--- src/rtl/mcycle_unit_pkg.sv ---
// Shared encodings for the multi-cycle multiply/divide unit.
package mcycle_unit_pkg;

  typedef enum logic [1:0] {
    MC_MULU = 2'b00,
    MC_MULS = 2'b01,
    MC_DIVU = 2'b10,
    MC_DIVS = 2'b11
  } mcycle_op_e;

  typedef enum logic [1:0] {
    ST_IDLE      = 2'b00,
    ST_COMPUTING = 2'b01,
    ST_DONE      = 2'b10
  } mcycle_state_e;

endpackage

--- src/rtl/mcycle_unit.sv ---
// Iterative shift-add multiplier / restoring divider sharing one accumulator
// and one WIDTH+1-bit adder; stalls the pipeline via Busy until done.
module mcycle_unit
  import mcycle_unit_pkg::*;
#(
  parameter int unsigned WIDTH = 32
) (
  input  logic             CLK,
  input  logic             Reset,
  input  logic             Start,
  input  logic [1:0]       MCycleOp,
  input  logic [WIDTH-1:0] Operand1,
  input  logic [WIDTH-1:0] Operand2,
  output logic [WIDTH-1:0] Result1,
  output logic [WIDTH-1:0] Result2,
  output logic             Busy
);

  localparam int unsigned CW = $clog2(WIDTH);
  localparam logic [CW-1:0] LAST = CW'(WIDTH - 1);

  mcycle_state_e        state_q, state_d;
  logic                 div_q, div_d;
  logic                 sign1_q, sign1_d;
  logic                 sign2_q, sign2_d;
  logic [WIDTH-1:0]     b_q, b_d;
  logic [2*WIDTH-1:0]   acc_q, acc_d;
  logic [CW-1:0]        cnt_q, cnt_d;
  logic [WIDTH-1:0]     res1_q, res1_d;
  logic [WIDTH-1:0]     res2_q, res2_d;

  mcycle_op_e           op_in;
  logic                 in_div, in_signed, in_s1, in_s2;
  logic [WIDTH-1:0]     mag1, mag2;
  logic [WIDTH:0]       opa, opb, sum;
  logic [2*WIDTH-1:0]   iter_acc, prod;
  logic [WIDTH-1:0]     quo, rem;

  always_comb begin
    op_in     = mcycle_op_e'(MCycleOp);
    in_div    = (op_in == MC_DIVU) || (op_in == MC_DIVS);
    in_signed = (op_in == MC_MULS) || (op_in == MC_DIVS);
    in_s1     = in_signed & Operand1[WIDTH-1];
    in_s2     = in_signed & Operand2[WIDTH-1];
    mag1      = in_s1 ? -Operand1 : Operand1;
    mag2      = in_s2 ? -Operand2 : Operand2;

    // Divide widens the partial remainder by one bit (taken before the shift)
    // so the trial subtract never loses the bit shifted out of the top.
    opa = div_q ? acc_q[2*WIDTH-1:WIDTH-1] : {1'b0, acc_q[2*WIDTH-1:WIDTH]};
    opb = div_q ? ~{1'b0, b_q} : (acc_q[0] ? {1'b0, b_q} : '0);
    sum = opa + opb + {{WIDTH{1'b0}}, div_q};

    if (div_q)
      iter_acc = sum[WIDTH] ? {acc_q[2*WIDTH-2:0], 1'b0}
                            : {sum[WIDTH-1:0], acc_q[WIDTH-2:0], 1'b1};
    else
      iter_acc = {sum, acc_q[WIDTH-1:1]};

    prod = (sign1_q ^ sign2_q) ? -iter_acc : iter_acc;
    quo  = iter_acc[WIDTH-1:0];
    rem  = iter_acc[2*WIDTH-1:WIDTH];
  end

  always_comb begin
    state_d = state_q;
    div_d   = div_q;
    sign1_d = sign1_q;
    sign2_d = sign2_q;
    b_d     = b_q;
    acc_d   = acc_q;
    cnt_d   = cnt_q;
    res1_d  = res1_q;
    res2_d  = res2_q;
    unique case (state_q)
      ST_IDLE: begin
        if (Start) begin
          div_d   = in_div;
          sign1_d = in_s1;
          sign2_d = in_s2;
          b_d     = in_div ? mag2 : mag1;
          acc_d   = {{WIDTH{1'b0}}, (in_div ? mag1 : mag2)};
          cnt_d   = '0;
          state_d = ST_COMPUTING;
        end
      end
      ST_COMPUTING: begin
        acc_d = iter_acc;
        cnt_d = cnt_q + 1'b1;
        if (cnt_q == LAST) begin
          state_d = ST_DONE;
          if (div_q) begin
            // With a zero divisor every trial subtract succeeds, leaving the
            // dividend magnitude as remainder; re-signing it restores the raw input.
            res1_d = (b_q == '0) ? '1 : ((sign1_q ^ sign2_q) ? -quo : quo);
            res2_d = sign1_q ? -rem : rem;
          end else begin
            res1_d = prod[WIDTH-1:0];
            res2_d = prod[2*WIDTH-1:WIDTH];
          end
        end
      end
      ST_DONE: state_d = ST_IDLE;
      default: state_d = ST_IDLE;
    endcase
  end

  always_ff @(posedge CLK or posedge Reset) begin
    if (Reset) begin
      state_q <= ST_IDLE;
      div_q   <= 1'b0;
      sign1_q <= 1'b0;
      sign2_q <= 1'b0;
      b_q     <= '0;
      acc_q   <= '0;
      cnt_q   <= '0;
      res1_q  <= '0;
      res2_q  <= '0;
    end else begin
      state_q <= state_d;
      div_q   <= div_d;
      sign1_q <= sign1_d;
      sign2_q <= sign2_d;
      b_q     <= b_d;
      acc_q   <= acc_d;
      cnt_q   <= cnt_d;
      res1_q  <= res1_d;
      res2_q  <= res2_d;
    end
  end

  assign Busy    = (state_q == ST_COMPUTING) || ((state_q == ST_IDLE) && Start && !Reset);
  assign Result1 = res1_q;
  assign Result2 = res2_q;

endmodule

--- config.mk ---
export PLATFORM = sky130hd
export DESIGN_NAME = mcycle_unit
export DESIGN_NICKNAME = d
export VERILOG_FILES = /design/src/rtl/mcycle_unit_pkg.sv /design/src/rtl/mcycle_unit.sv
export SDC_FILE = /design/constraint.sdc
export NUM_CORES = 1
export LEC_CHECK = 0
export ABC_AREA = 1
export CAP_MARGIN = 20
export CELL_PAD_IN_SITES_DETAIL_PLACEMENT = 1
export CELL_PAD_IN_SITES_GLOBAL_PLACEMENT = 1
export CORE_MARGIN = 2
export CORE_UTILIZATION = 33
export CTS_BUF_LIST = sky130_fd_sc_hd__clkbuf_16
export DETAILED_ROUTE_END_ITERATION = 12
export DONT_BUFFER_PORTS = 1
export GPL_ROUTABILITY_DRIVEN = 0
export PLACE_DENSITY_LB_ADDON = 0.08
export SYNTH_ARGS = -nofsm -noshare
export SYNTH_HDL_FRONTEND = slang
export SYNTH_SLANG_ARGS = --single-unit
--- constraint.sdc ---
create_clock -name CLK -period 10.3 [get_ports CLK]
set_input_delay 0.515 -clock CLK [delete_from_list [all_inputs] [get_ports CLK]]
set_output_delay 0.515 -clock CLK [all_outputs]
set_load 0.05 [all_outputs]
Word-level counts from Yosys, hierarchy flattened --
Index checks and enable logic that the tools add are counted.
Operators by class: $add $sub $neg 8, equal/unequal tests 7, mux-type cells 22, bitwise gates (word level) 4, reduce and logical (&&, ||, !) cells 13
Operators by type and width (number):
- 32-bit 2-to-1 mux | 10
- 64-bit 2-to-1 mux | 4
- 32-bit negation | 4
- 64-bit case mux with 2 select lines | 1
- 33-bit 2-to-1 mux | 2
- 64-bit negation | 1
- 33-bit by 1-bit adder with 33-bit output | 1
- 33-bit adder | 1
- 32-bit inverter with 33-bit output | 1
- 32-bit logical NOT | 1
- 5-bit case mux with 2 select lines | 1
- 2-bit AND reduction | 4
- 5-bit by 1-bit adder with 5-bit output (second input constant) | 1
- 5-bit equality test (second input constant) | 1
- 5-bit 2-to-1 mux | 1
- 2-bit by 1-bit equality test with 1-bit output (second input constant) | 2
- 2-bit equality test (second input constant) | 2
- 2-bit 2-to-1 mux | 2
- 2-bit inequality test (second input constant) | 2
- 2-bit case mux with 2 select lines | 1
- 1-bit logical OR | 3
- 1-bit bitwise AND | 2
- 1-bit logical AND | 2
- 2-bit logical NOT | 1
- other kinds (3) | 3
Storage, ports and cells: flip-flop bits (word level) 170, input port bits 69, logic and storage cells 63

Longest topological paths before layout --
Gate-level depths: netlist (run 1).
word-level depth 10, gate-level depth with buffers 42

Worst setup path after synthesis (run 1) --
OpenSTA, ideal clock, no wires.
kind register to register, start register div_q, end register res2_q[30], in the netlist Result2[30], arrival 5278 ps, data required time 10182 ps, path slack 4905 ps, stages on the path, launching flop included 38, period minus slack after synthesis 5395 ps, path through dfrtp_1 -> buf_4 -> buf_6 -> buf_2 -> buf_2 -> buf_2 -> clkbuf_1 -> clkbuf_1 -> clkbuf_1 -> o21ai_0 -> ha_1 -> a21oi_1 -> nand2_1 -> a21oi_1 -> nand2_2 -> nand2_2 -> nand3_1 -> nand3_4 -> [2 not listed] -> ha_1 -> nand2_1 -> nor2_2 -> nand4_1 -> nor2_2 -> nand4_1 -> nor2_2 -> nand3_1 -> nor2_1 -> nand3_1 -> nor3_2 -> nand2_1 -> nand2_1 -> nand2_1 -> nand2_1 -> nand2_1 -> nand3_1 -> nand2_1
Between the ends: longest elaborated chain between the ends 8
RTL lines:
- start, declared | RTL line mcycle_unit.sv:23 | logic div_q, div_d;
- start signal, assigned | RTL line mcycle_unit.sv:121 | div_q <= div_d;
- 33-bit 2-to-1 mux (on tied branches) | RTL line mcycle_unit.sv:50, mcycle_unit.sv:51
- 33-bit adder | RTL line mcycle_unit.sv:52 | sum = opa + opb + {{WIDTH{1'b0}}, div_q};
- 33-bit by 1-bit adder with 33-bit output | RTL line mcycle_unit.sv:52
- 64-bit 2-to-1 mux | RTL line mcycle_unit.sv:55 | iter_acc = sum[WIDTH] ? {acc_q[2*WIDTH-2:0], 1'b0}
- 64-bit 2-to-1 mux | RTL line mcycle_unit.sv:54 | if (div_q)
- 64-bit negation or 32-bit negation (tied branches) | RTL line mcycle_unit.sv:60, mcycle_unit.sv:96
- 64-bit 2-to-1 mux or 32-bit 2-to-1 mux (tied branches) | RTL line mcycle_unit.sv:60, mcycle_unit.sv:96
- 32-bit 2-to-1 mux (*) | RTL line mcycle_unit.sv:92 | if (div_q) begin
- end signal, assigned | RTL line mcycle_unit.sv:128 | res2_q <= res2_d;
- end, declared | RTL line mcycle_unit.sv:30 | logic [WIDTH-1:0] res2_q, res2_d;
Mark *: on every way between the ends. The rest lies on a longest branch, timed or not. A chain may end at the register's enable or synchronous reset.

Worst setup path after layout (run 1) --
start register div_q, end register res2_q[18], in the netlist Result2[18]
The elaborated chain is that of the path after synthesis.

==> flow_summary.ini, run 1 <==
[outcome]
status = finished, final reports clean

[worst_setup_path]
crit_cells = 37
crit_family = simple AND/OR/NAND/NOR gates
r2r_cells = 37
critPathRequiredTime_ps = 10640
crit_top_cell = nand2_1
path_buf_inv = 4
cp_slowest_stage_delay_ps = 680
crit_fanout = 81
end_kind = flop
arrival_ps = 6870
start_kind = flop
cpMaxStageDelayCell = dfrtp_4
critical_path_class = flop to flop

[synth]
synth_compound_area_share_pct = 17.0
synth_cell_types = 61
synthSimpleGateAreaFrac_pct = 34.4
ys.flop_type = dfrtp_1
synth_edf_count = 0
synthXorXnorAreaFrac_pct = 5.94
async_flop_share_pct = 100
yosys.area_share.adder_pct = 3.46
syn_area_um2 = 14900
syn_nets = 2470
yosys.area.top_type = dfrtp_1
syn_avg_cell_area_um2 = 6.31
ys_ff_latch = 170
synth_top_family_by_area = simple AND/OR/NAND/NOR gates
seq_area_frac_synth_pct = 28.6
syn_inst = 2361
ys_warn_count = 0
synthMuxAreaShare_pct = 0
netlist_top_cells_area = dfrtp_1, nand2_1, inv_1
post-synth-top-area-fraction_pct = 28.6

[sta]
fin_setup_tns_ps = 0
max_slew_margin_pct = 22.6
timing.hold.ws_ps = 18.7
timing.fmax_mhz = 153
hold_viol = 0
finalCriticalPeriod_ps = 6530
final-max-slew-violation-count = 0
tightest_slew_ps = 1150
finClkSkew_ps = 14.3
rsz0062_at_grt = no
fin_crit_sh_pct = 63.4
finalSetupViolCount = 0

[route]
routedWlPerCell_um = 21.3
first_pass_iters = 5
route.detailed.drc = 0
drt-initial-drc-count = 797
ant_nets = 0
vias_per_cell = 5.34
via_count = 15571
drt-total-wl_um = 62100

[placed_design]
place_inst = 2884
port_buffers = 0
placed_area_um2 = 15400
hpwlAfterDp_um = 49200

[clock_network]
clk_pin_slew_worst_paths_ps = 70
clockBufferDepth = 2
cts_made_buffers = 17
clock-sinks = 170
cts_setup_buffers = 0
clock_latency_ps = 470
cts-root-buf = clkbuf_16
cts_tree = yes
h-tree-depth = 4
cts_resized = 0
cts_hold_buf = 0

[floorplanning]
io_pins = 134
die_w_um = 216
initial_core_util_pct = 33.5
core-area_um2 = 44400
rows = 77
die_area_um2 = 46800
die_h_um = 216

[final_layout]
final_common_cell = nand2_1
stdcell_count = 2917
fill_cells = 5816
seq_area_um2 = 4260
syn_to_final_growth_pct = 7.38
final_nets = 2423
drive_gt1_share_pct = 5.03
postLayoutCellArea_um2 = 16000
multi_input_area_um2 = 9070
num_antenna_cells = 0
final_cell_mix = nand2_1, inv_1, nor2_1, dfrtp_1, nand3_1

[global_route]
grt_pass1_vias = 16407
antenna_found_initial = 0
grt_pass1_wl_um = 96100
track_usage_pct = 26.8
grt_max_degree = 90
globalRouteOverflowTotal = 0

[flow_run]
max_cap_violations = 0

[hold_path]
hold_class = input pin to asynchronous set/reset pin
[registers in the layout, summed over array words and instances, names as in the netlist]
register and count:
b_q 32, div_q 1, Result2 32, Result1 32, cnt_q 5, sign2_q 1, sign1_q 1, state_q 2
acc_q 64
[synth_stat cells (7+ instances only)]
master / n
or2_2: 11
nand3_1: 131
xnor2_1: 13
o211ai_1: 12
a21oi_1: 96
inv_1: 305
o21ai_1: 29
buf_1: 10
nor2_1: 241
o221ai_1: 9
nand2_1: 723
ha_1: 38
xor2_1: 88
buf_2: 10
nand4_1: 22
o22ai_1: 60
nor3_1: 37
o21a_1: 7
nor2_2: 14
dfrtp_1: 170
a21oi_2: 10
clkbuf_1: 59
a2bb2oi_1: 14
nand2_2: 8
a22oi_1: 8
nor4_1: 15
nand3b_1: 13
o21ai_0: 129
[layout make-up]
class                   count  share of cell area, %
flip-flops and latches    170                   26.6
clock buffers              17                   2.66
clock inverters            13                  0.806
well taps                 592                   4.63
inverters                 314                   7.40
multi-input cells        1789                   56.7
repair buffers             22                   1.14
[per-stage QoR]
step	utilization [%]	setup WS, ps
final	36.0	3770
after global routing	36.0	3020
after CTS	35.9	3800
after detailed placement	34.7	3840
after global placement	34.7	4060
after floorplan	-	4900
[cell families (layout without fill, tap and decap cells)]
family / Yosys count / in the layout
AOI/OAI and AO/OA: 419 / 419
xor gates and xnor gates: 101 / 101
adders and majority gates: 40 / 40
buffers and inverters: 402 / 366
DFF: 170 / 170
and+or+nand+nor: 1229 / 1229
[final timing paths]
kind                                                 to  slack, ps                  from
worst max-delay path            Result2[18]$_DFFE_PP0P_       3770     div_q$_DFFE_PP0P_
worst min-delay path            Result1[30]$_DFFE_PP0P_         20                 Reset
worst max register to register  Result2[18]$_DFFE_PP0P_       3770     div_q$_DFFE_PP0P_
worst min register to register     cnt_q[0]$_DFFE_PP0P_        500  cnt_q[0]$_DFFE_PP0P_
max in group asynchronous             div_q$_DFFE_PP0P_       9000                 Reset
min in group CLK                    b_q[31]$_DFFE_PP0P_        220          Operand2[31]
[layer usage]
metal / vias up / track usage, % / routed length [um]
met5: - / 0 / 0
met1: 7610 / 31.3 / 26000
met2: 290 / 49.1 / 31800
li1: 7578 / - / -
met3: 93 / 3.69 / 1900
met4: 0 / 11.1 / 2410
Power of run 1 is not shown: default switching activity piles up to over one toggle a cycle in this logic, so the estimate is an artifact.
==> inputs of run 2 (changes only) <==
Clock period 10.3 ns to 6.4 ns, I/O delays scaled along.
==> flow_summary.ini, run 2 (synthesis gave the netlist of run 1 again) <==
[route]
routedWlPerCell_um = 21.6
dr_wl_met3_um = 2150
wl_met1_um = 26900
wl_met2_um = 31300
vias_per_cell = 5.35
ant_nets = 0
via_count = 15640
highest_layer = met5
drt-initial-drc-count = 858
drt-total-wl_um = 63200
route.detailed.drc = 0
first_pass_iters = 5

[sta]
finalCriticalPeriod_ps = 5760
tightest_slew_ps = 1120
finClkSkew_ps = 10.7
fin_crit_sh_pct = 89.9
finalSetupViolCount = 0
hold_viol = 0
final-max-slew-violation-count = 0
rsz0062_at_grt = no
fin_setup_tns_ps = 0
max_slew_margin_pct = 24.9
fin_ws_ps = 644
timing.fmax_mhz = 174

[final_layout]
final_cell_mix = nand2_1, inv_1, nor2_1, dfrtp_1, nand3_1
drive_gt1_share_pct = 5.19
largest_reg_flops = 64
final_nets = 2428
final_common_cell = nand2_1
largest_register = acc_q
syn_to_final_growth_pct = 7.53
fill_cells = 5870
num_antenna_cells = 0

[worst_setup_path]
crit_family = simple AND/OR/NAND/NOR gates
r2r-end = Result2[18]$_DFFE_PP0P_
cpMaxStageDelayCell = dfrtp_4
arrival_ps = 6110
r2r_slack_ps = 640
r2r_cells = 36
start_kind = flop
r2r_start = div_q$_DFFE_PP0P_
crit_fanout = 152
critical_path_class = flop to flop
end_kind = flop
critPathRequiredTime_ps = 6750
cp_slowest_stage_delay_ps = 460
path_buf_inv = 5
crit_top_cell = nand2_1
crit_cells = 36

[placed_design]
dp_slack_ps = 676
port_buffers = 0
hpwlAfterDp_um = 49900

[floorplanning]
die_h_um = 216
io_pins = 134
die_area_um2 = 46800
die_w_um = 216
core-area_um2 = 44400
rows = 77
initial_core_util_pct = 33.5

[global_route]
globalRouteOverflowTotal = 0
grt_pass1_wl_um = 97300
grt_max_degree = 153
track_usage_pct = 27.3
grt_pass1_vias = 16376
antenna_found_initial = 1

[clock_network]
cts_tree = yes
clock_latency_ps = 470
h-tree-depth = 4
cts_made_buffers = 17
clock-sinks = 170
cts_setup_buffers = 0
cts-root-buf = clkbuf_16
clk_pin_slew_worst_paths_ps = 70
clockBufferDepth = 2

[hold_path]
hold_class = input pin to flop
worstHoldEndpoint = b_q[0]$_DFFE_PP0P_
min_path_cells = 2
hold_path.startpoint = Operand2[0]

[outcome]
status = finished, final reports clean

[flow_run]
max_cap_violations = 0
run 2: final cells by class:
cell class	instances	area (um2)	share of cell area (%)
clock buffer	17	425	2.66
inverter	314	1190	7.42
timing repair buffer	27	225	1.41
tap	592	741	4.63
sequential	170	4260	26.6
multi-input combinational	1789	9070	56.6
clock inverter	13	105	0.656
run 2: layer usage:
metal	up-vias	GRT usage, %
li1	7560	-
met1	7676	32.6
met2	304	48.4
met3	98	3.79
met4	2	12.4
met5	-	0
run 2: worst max path at each step:
| stage | from | to |
|---|---|---|
| 2_1_floorplan | div_q$_DFFE_PP0P_ | Result2[30]$_DFFE_PP0P_ |
| 3_3_place_gp | div_q$_DFFE_PP0P_ | Result2[30]$_DFFE_PP0P_ |
| 3_5_place_dp | div_q$_DFFE_PP0P_ | Result2[18]$_DFFE_PP0P_ |
| 4_1_cts | div_q$_DFFE_PP0P_ | Result2[18]$_DFFE_PP0P_ |
| 5_1_grt | div_q$_DFFE_PP0P_ | Result2[22]$_DFFE_PP0P_ |
| 6_report | div_q$_DFFE_PP0P_ | Result2[18]$_DFFE_PP0P_ |
run 2: timing repair:
item / CTS / global route
endpoints found under the setup margin: 0 / 3
hold endpoints to repair: 65 / 0
gates resized for setup: 0 / 2
hold buffers: 2 / 0
run 2: per-stage QoR:
step	hold slack (ps)	utilization, %	cell area [um2]	std cells
finish	21.2	36.1	16000	2922
global route	20.2	36.1	16000	2922
CTS	2.55	36.0	16000	2922
detailed placement	328	34.8	15500	2890
global placement	322	34.8	15400	2889
floorplan	451	-	14900	2361
Power of run 2 is left out for the same reason.
